**config.mk**
```make
export PLATFORM = sky130hd
export DESIGN_NAME = seq_divider
export DESIGN_NICKNAME = d
export VERILOG_FILES = /design/src/rtl/seq_divider.sv
export SDC_FILE = /design/constraint.sdc
export NUM_CORES = 1
export LEC_CHECK = 0
export CAP_MARGIN = 20
export CORE_MARGIN = 2
export CORE_UTILIZATION = 50
export CTS_BUF_LIST = sky130_fd_sc_hd__clkbuf_4
export CTS_CLUSTER_DIAMETER = 80
export DETAILED_ROUTE_END_ITERATION = 7
export GPL_ROUTABILITY_DRIVEN = 0
export PLACE_DENSITY = 0.84
export SLEW_MARGIN = 25
export SYNTH_ARGS = -nofsm -noshare
export SYNTH_HDL_FRONTEND = slang
export SYNTH_SLANG_ARGS = --single-unit
export TNS_END_PERCENT = 100
```
**constraint.sdc**
```tcl
create_clock -name clk_i -period 4.3 [get_ports clk_i]
set_clock_uncertainty 0.05 [all_clocks]
set_input_delay 0.86 -clock clk_i [delete_from_list [all_inputs] [get_ports clk_i]]
set_output_delay 0.86 -clock clk_i [all_outputs]
set_load 0.01 [all_outputs]
```
**src/rtl/seq_divider.sv**
```systemverilog
// Multi-cycle unsigned restoring divider: one trial subtraction per cycle, start/busy/done handshake.
// Results and flags are registered on entry to DONE and held until the next accepted start.
module seq_divider #(
    parameter int unsigned WIDTH = 4
) (
    input  logic             clk_i,
    input  logic             rst_ni,
    input  logic             start_i,
    input  logic [WIDTH-1:0] dividend_i,
    input  logic [WIDTH-1:0] divisor_i,
    output logic             busy_o,
    output logic             done_o,
    output logic [WIDTH-1:0] quotient_o,
    output logic [WIDTH-1:0] remainder_o,
    output logic             zero_flag_o,
    output logic             div_by_zero_o
);

    localparam int unsigned CntW = $clog2(WIDTH + 1);

    typedef enum logic [1:0] {StIdle, StRun, StDone} state_e;

    state_e           state_q;
    logic [WIDTH-1:0] divisor_q;
    logic [WIDTH-1:0] rem_q;
    logic [WIDTH-1:0] quo_q;
    logic [CntW-1:0]  cnt_q;
    logic             busy_q;
    logic             done_q;
    logic [WIDTH-1:0] quotient_q;
    logic [WIDTH-1:0] remainder_q;
    logic             zero_q;
    logic             dbz_q;

    logic [WIDTH:0]   rem_sh;
    logic [WIDTH:0]   trial;
    logic             take;
    logic [WIDTH-1:0] rem_nx;
    logic [WIDTH-1:0] quo_nx;

    // rem_q < divisor always holds, so a set top bit in the shifted value guarantees
    // the subtraction succeeds and the low WIDTH bits of the trial are still exact.
    always_comb begin
        rem_sh = {rem_q, quo_q[WIDTH-1]};
        trial  = {1'b0, rem_sh[WIDTH-1:0]} - {1'b0, divisor_q};
        take   = rem_sh[WIDTH] | ~trial[WIDTH];
        rem_nx = take ? trial[WIDTH-1:0] : rem_sh[WIDTH-1:0];
        quo_nx = {quo_q[WIDTH-2:0], take};
    end

    always_ff @(posedge clk_i) begin
        if (!rst_ni) begin
            state_q     <= StIdle;
            divisor_q   <= '0;
            rem_q       <= '0;
            quo_q       <= '0;
            cnt_q       <= '0;
            busy_q      <= 1'b0;
            done_q      <= 1'b0;
            quotient_q  <= '0;
            remainder_q <= '0;
            zero_q      <= 1'b0;
            dbz_q       <= 1'b0;
        end else begin
            unique case (state_q)
                StIdle, StDone: begin
                    if (start_i && (divisor_i != '0)) begin
                        divisor_q <= divisor_i;
                        rem_q     <= '0;
                        quo_q     <= dividend_i;
                        cnt_q     <= CntW'(WIDTH);
                        busy_q    <= 1'b1;
                        done_q    <= 1'b0;
                        state_q   <= StRun;
                    end else if (start_i) begin
                        quotient_q  <= '1;
                        remainder_q <= dividend_i;
                        zero_q      <= 1'b0;
                        dbz_q       <= 1'b1;
                        done_q      <= 1'b1;
                        state_q     <= StDone;
                    end else begin
                        done_q  <= 1'b0;
                        state_q <= StIdle;
                    end
                end
                StRun: begin
                    rem_q <= rem_nx;
                    quo_q <= quo_nx;
                    cnt_q <= cnt_q - CntW'(1);
                    if (cnt_q == CntW'(1)) begin
                        quotient_q  <= quo_nx;
                        remainder_q <= rem_nx;
                        zero_q      <= (quo_nx == '0);
                        dbz_q       <= 1'b0;
                        busy_q      <= 1'b0;
                        done_q      <= 1'b1;
                        state_q     <= StDone;
                    end
                end
                default: state_q <= StIdle;
            endcase
        end
    end

    assign busy_o        = busy_q;
    assign done_o        = done_q;
    assign quotient_o    = quotient_q;
    assign remainder_o   = remainder_q;
    assign zero_flag_o   = zero_q;
    assign div_by_zero_o = dbz_q;

endmodule

```
==> flow_metrics.py <==
metrics = {
    "outcome": {
        "outcome": "complete, no violations",
    },
    "worst_setup_path": {
        "ff2ff_path_depth": 7,
        "path_max_fanout": 13,
        "ff2ff_setup_slack_ns": 1.93,
        "crit_required_ns": 4.52,
        "rr_startpoint": "divisor_q[3]",
        "worstSetupStartpointType": "input port",
        "startpoint": "divisor_i[1]",
        "worst_ep_arrival_time_ns": 2.59,
        "endpoint": "remainder_o[2]",
        "reg2reg_to": "rem_q[3]",
        "path_class": "in2reg",
        "critical_path.endpoint_type": "register",
    },
    "global_routing": {
        "grt_pass1_vias": 1129,
        "overflow": 0,
        "antenna_found_initial": 0,
        "grt_pass1_wl_mm": 4.981,
        "grt.total_usage_pct": 20.54,
        "grt_max_degree": 23,
    },
    "die": {
        "core_area_sq_mm": 0.002686,
        "die_w_um": 56.68,
        "io_pins": 23,
        "dieHeight_um": 56.68,
        "die_area_sq_mm": 0.003213,
        "start_util_pct": 51.65,
        "rows": 19,
    },
    "detailed_routing": {
        "wl_mm": 3.012,
        "first_iter_violations": 46,
        "firstDrtPassIters": 4,
        "drc": 0,
        "vias": 1196,
        "drtAntennaViolNets": 0,
        "detail_route.wl_per_cell_um": 13.88,
        "via_per_inst": 5.512,
    },
    "cts": {
        "numCtsBuffers": 5,
        "post_cts_buffers": 0,
        "root_buffer": "clkbuf_4",
        "clockBufferDepth": 2,
        "tritoncts": "done",
        "clk_latency_ns": 0.34,
        "cts-resized-gates": 0,
        "path_clk_slew_ns": 0.09,
        "htree_levels": 2,
        "cts_hold_buf": 0,
        "clock_sinks": 29,
    },
    "power_and_ir_drop": {
        "power.density_mw_per_mm2": 392.7,
        "finalPower_uw": 657.0,
        "peakVddDrop_mv": 0.3447,
        "p_leak_uw": 0.0006236,
    },
    "sta": {
        "grt_setup_unrepaired": "no",
        "hold_viol_final": 0,
        "final-setup-viol-count": 0,
        "post-route-min-period_ns": 2.372,
        "relSlewSlack_pct": 41.04,
        "fin_crit_sh_pct": 55.16,
        "max_freq_ghz": 0.4216,
        "drv_slew": 0,
        "worst_pin_slew_ns": 0.8826,
        "setup-tns-final_ns": 0,
    },
    "logic_synthesis": {
        "synthFlopType": "dfxtp_1",
        "synthesis.area_sq_mm": 0.001388,
        "yosysSeqAreaShare_pct": 41.84,
        "yosys_warnings": 0,
        "synth_edf_count": 0,
        "ys_top_cells_by_area": "dfxtp_1 (42%), nand2_1 (7.8%), a21oi_1 (5.4%)",
        "synth_fp_nets": 184,
        "yosysTopAreaCellShare_pct": 41.84,
        "synth_top_area_cell": "dfxtp_1",
        "ys_ff_latch": 29,
        "ys_async_sr_fraction_pct": 0,
        "synth.distinct_cells": 35,
        "synth_area_per_cell_sq_um": 8.359,
        "syn_inst": 166,
    },
    "layout": {
        "antenna_cells": 0,
        "most-common-layout-cells": "nand2_1 (29), dfxtp_1 (29), clkdlybuf4s50_1 (22)",
        "nets": 203,
        "drive_gt1_share_pct": 9.677,
        "final_area_sq_mm": 0.001673,
        "synthToLayoutAreaGrowth_pct": 20.56,
    },
    "flow_run": {
        "drv_cap": 0,
    },
    "placed_design": {
        "post_dp_cell_area_sq_mm": 0.001594,
        "numPortBuffers": 22,
        "dp_hpwl_mm": 2.083,
    },
    "min_path": {
        "hold_class": "reg2reg",
    },
}
sequential cells by signal, indices dropped and copies added (netlist names):
name,cells
busy_o,1
cnt_q,3
div_by_zero_o,1
divisor_q,4
done_o,1
quo_q,4
quotient_o,4
rem_q,4
remainder_o,4
state_q,2
zero_flag_o,1
layer usage:
metal	global-route usage [%]	vias to the layer above	share of wire (%)
li1	-	607	-
met5	0	-	0
met1	24.07	544	44
met3	6.452	7	5.6
met2	34.22	38	49
met4	8.844	0	1.8
worst max-delay path, cell delays in order:
cell	delay [ns]
clkdlybuf4s50_1	0.46
nor4_2	0.35
nand2_1	0.17
nand2_1	0.37
o21ai_0	0.22
a31oi_4	0.17
power by group:
part / switching (uW) / internal (uW)
sequential: 15.5 / 287
combinational: 73.0 / 56.9
clock: 97.1 / 127
total: 186 / 471
cell type report:
cell class	count	area, sq um
Fill cell	228	1013
Multi-Input combinational cell	118	720.7
Sequential cell	29	580.6
Timing Repair Buffer	22	220.2
Clock buffer	6	45.04
Tap cell	31	38.79
Clock inverter	2	33.78
Inverter	9	33.78
worst min path at each step:
stage / endpoint / start / depth (start not counted) / slack (ns)
floorplan: divisor_q[2] / divisor_q[2] / 2 / 0.39
global placement: zero_flag_o / zero_flag_o / 2 / 0.39
detailed placement: divisor_q[3] / divisor_q[3] / 2 / 0.40
CTS: divisor_q[3] / divisor_q[3] / 2 / 0.41
global route: div_by_zero_o / div_by_zero_o / 2 / 0.43
finish: zero_flag_o / zero_flag_o / 2 / 0.42
cells by family (layout without fill, tap and decap cells):
group	Yosys count	after routing	synth area share, %
AO/OA/AOI/OAI	41	41	20.56
XOR/XNOR	2	2	1.263
adder cells (fa/ha/maj)	7	7	6.853
buffers and inverters	19	39	6.222
flip-flops	29	29	41.84
AND/OR/NAND/NOR	68	68	23.26
Yosys cell counts (all sizes together), types with 2 or more instances:
master / instances
dfxtp: 29
nand2: 29
a21oi: 16
nor2: 15
a31oi: 10
inv: 9
nor3: 8
o21ai: 8
ha: 6
buf: 5
clkbuf: 5
nor2b: 4
nand3: 3
a211oi: 2
and2: 2
nand2b: 2
nor4: 2
xor2: 2
metrics by stage:
step	worst slack (ns)	cells	utilization [%]	hold slack [ns]
after global placement	1.647	209	59.34	0.3922
final	1.928	217	62.27	0.4164
after detailed placement	1.592	209	59.34	0.4009
after global routing	1.764	217	62.27	0.4306
after CTS	1.936	217	62.27	0.4129
after floorplan	2.267	166	-	0.3863
Power figures use the tool's default switching activity.
==> edit (same settings) <==
`WIDTH`: 4 -> 2.
--- a/src/rtl/seq_divider.sv
+++ b/src/rtl/seq_divider.sv
@@ -1,7 +1,7 @@
 // Multi-cycle unsigned restoring divider: one trial subtraction per cycle, start/busy/done handshake.
 // Results and flags are registered on entry to DONE and held until the next accepted start.
 module seq_divider #(
-    parameter int unsigned WIDTH = 4
+    parameter int unsigned WIDTH = 2
 ) (
     input  logic             clk_i,
     input  logic             rst_ni,
Interface: changed (resized dividend_i, divisor_i, quotient_o and remainder_o); port bits go from 23 to 15. The function was not compared with the original's and may differ.
==> edit against the original RTL <==
Worst setup slack better by 0.24 ns. Register-to-register slack better by 0.55 ns. Clock power down 64%. Count of clock-buffer cells in the layout decreased by 3. Design area fell by 40%. First-iteration DRC count is 37% lower. Wire length decreased by 38%. Sequential cell count is 11 lower. Power shrank 48%. Hold slack better by 0.0053 ns. Synthesized area shrank 40%. Critical endpoint is now remainder_o[0]. Highest routed layer unchanged.
==> edit: results (changes against the original RTL) <==
| Quantity | This run | vs unedited |
|---|---|---|
| Clock buffer count from CTS | 3 | -2 |
| Count of nets after finishing | 115 | -43% |
| H-tree lvl count | 1 | -1 |
| Iteration-0 DRC Markers | 29 | -37% |
| Type of the tightest min-delay check | reg -> reg |  |
| Top area cells in the synthesized netlist | sky130_fd_sc_hd__dfxtp_1, sky130_fd_sc_hd__a21oi_1, sky130_fd_sc_hd__nand3b_1, sky130_fd_sc_hd__o211ai_1, sky130_fd_sc_hd__a311oi_1 |  |
| Number of global-route vias before repair | 720 | -36% |
| Final worst-path cycle share | 49.5% | -5.7 points |
| Maximum fanout encountered on the critical timing path | 5 | -8 |
| Async S/R FF share, synth | 0% | unchanged |
| Worst slack at placement | 1.89 ns | +0.296 ns |
| Placed Instance Area | 975 sq um | -39% |
| Synthesized net count | 99 | -46% |
| CTS Root Cell | sky130_fd_sc_hd__clkbuf_4 |  |
| Number of distinct standard cells referenced by the synthesized netlist | 34 | -2.9% |
| Sequential element share of the synthesized area | 43.5% | +1.7 points |
| Latest clock arrival within the worst-skew pair | 0.28 ns | -0.06 ns |
| Transition time at the pin with the least slew margin | 0.492 ns | -0.390 ns |
| Count of buffers inserted at the top-level ports | 14 | -36% |
| Share of layout cells above drive strength 1 | 5.83% | -3.9 points |
| Slowest stage cell on the critical path | sky130_fd_sc_hd__nor4b_2 |  |
| Hold Worst Slack | 0.422 ns | +0.00533 ns |
| Wirelength per Cell | 15.8 microns | +14% |
| Final HPWL from detailed placement | 1380 microns | -34% |
| Most common library cells after synthesis | sky130_fd_sc_hd__dfxtp_1, sky130_fd_sc_hd__a21oi_1, sky130_fd_sc_hd__nand2_1 |  |
| Leakage | 0.375 nW | -40% |
| Switching portion of total power | 27.5% | -0.71 points |
| Data arrival, critical path | 2.27 ns | -0.32 ns |
| Total routing resource utilization after global routing | 22.4% | +1.9 points |
| Register-to-register setup slack | 2.48 ns | +0.55 ns |
| Peak supply drop | 0.298 mV | -13% |
| Status | finished clean |  |
| Critical Path Max Stage Delay | 0.54 ns | +0.08 ns |
| Maximum number of pins on one net before global-route repair | 16 | -30% |
| Wire length of the first global-routing pass | 3260 microns | -34% |
| Via total after detailed routing | 749 | -37% |
edit: area by class of cell:
| class | count | area, sq um |
|---|---|---|
| Timing Repair Buffer | 14 | 140 |
| Clock buffer | 3 | 22.5 |
| Fill cell | 132 | 527 |
| Sequential cell | 18 | 360 |
| Tap cell | 16 | 20.0 |
| Inverter | 5 | 18.8 |
| Multi-Input combinational cell | 63 | 435 |
edit: cells by family after synthesis:
kind of cell,share of synthesized area [%]
compound gates,24.6
simple gates,22.5
flops,43.5
fa+ha+maj,5.44
buf+inv,3.93
edit: through the flow:
stage	total power, mW	instances	utilization, %
4_1_cts	0.340	119	65.4
3_3_place_gp	0.259	116	64.0
5_1_grt	0.359	119	65.4
3_5_place_dp	0.263	116	64.0
2_1_floorplan	0.236	89	-
6_report	0.339	119	65.4
edit: power groups by stage:
stage	clock, mW	combinational, mW	sequential, mW
after floorplan	0	0.0439	0.192
after global placement	0	0.0672	0.192
after detailed placement	0	0.0698	0.193
after CTS	0.0804	0.0704	0.189
after global routing	0.0894	0.0783	0.191
final	0.0800	0.0702	0.189
edit: worst max-delay path: cells and delay by family:
family / cells / cell delay [ns]
AO/OA/AOI/OAI: 1 / 0.28
AND/OR/NAND/NOR: 2 / 0.63
buffers and inverters: 1 / 0.51
edit: path summary, 6_finish.rpt:
path	from	to	cells past startpoint
setup / recovery	divisor_i[1]	remainder_o[0]	4
hold / removal	divisor_q[0]	divisor_q[0]	2
hold reg to reg	divisor_q[0]	divisor_q[0]	2
setup reg to reg	quo_q[1]	remainder_o[0]	7
edit: per-layer routing:
layer / GRT usage, % / wire (microns) / share of wire [%] / up-vias
met3: 4.40 / 118 / 6.3 / 8
li1: - / - / - / 363
met5: 0 / 0 / 0 / -
met4: 10.3 / 57 / 3.0 / 0
met2: 37.1 / 883 / 47 / 32
met1: 28.0 / 817 / 44 / 346
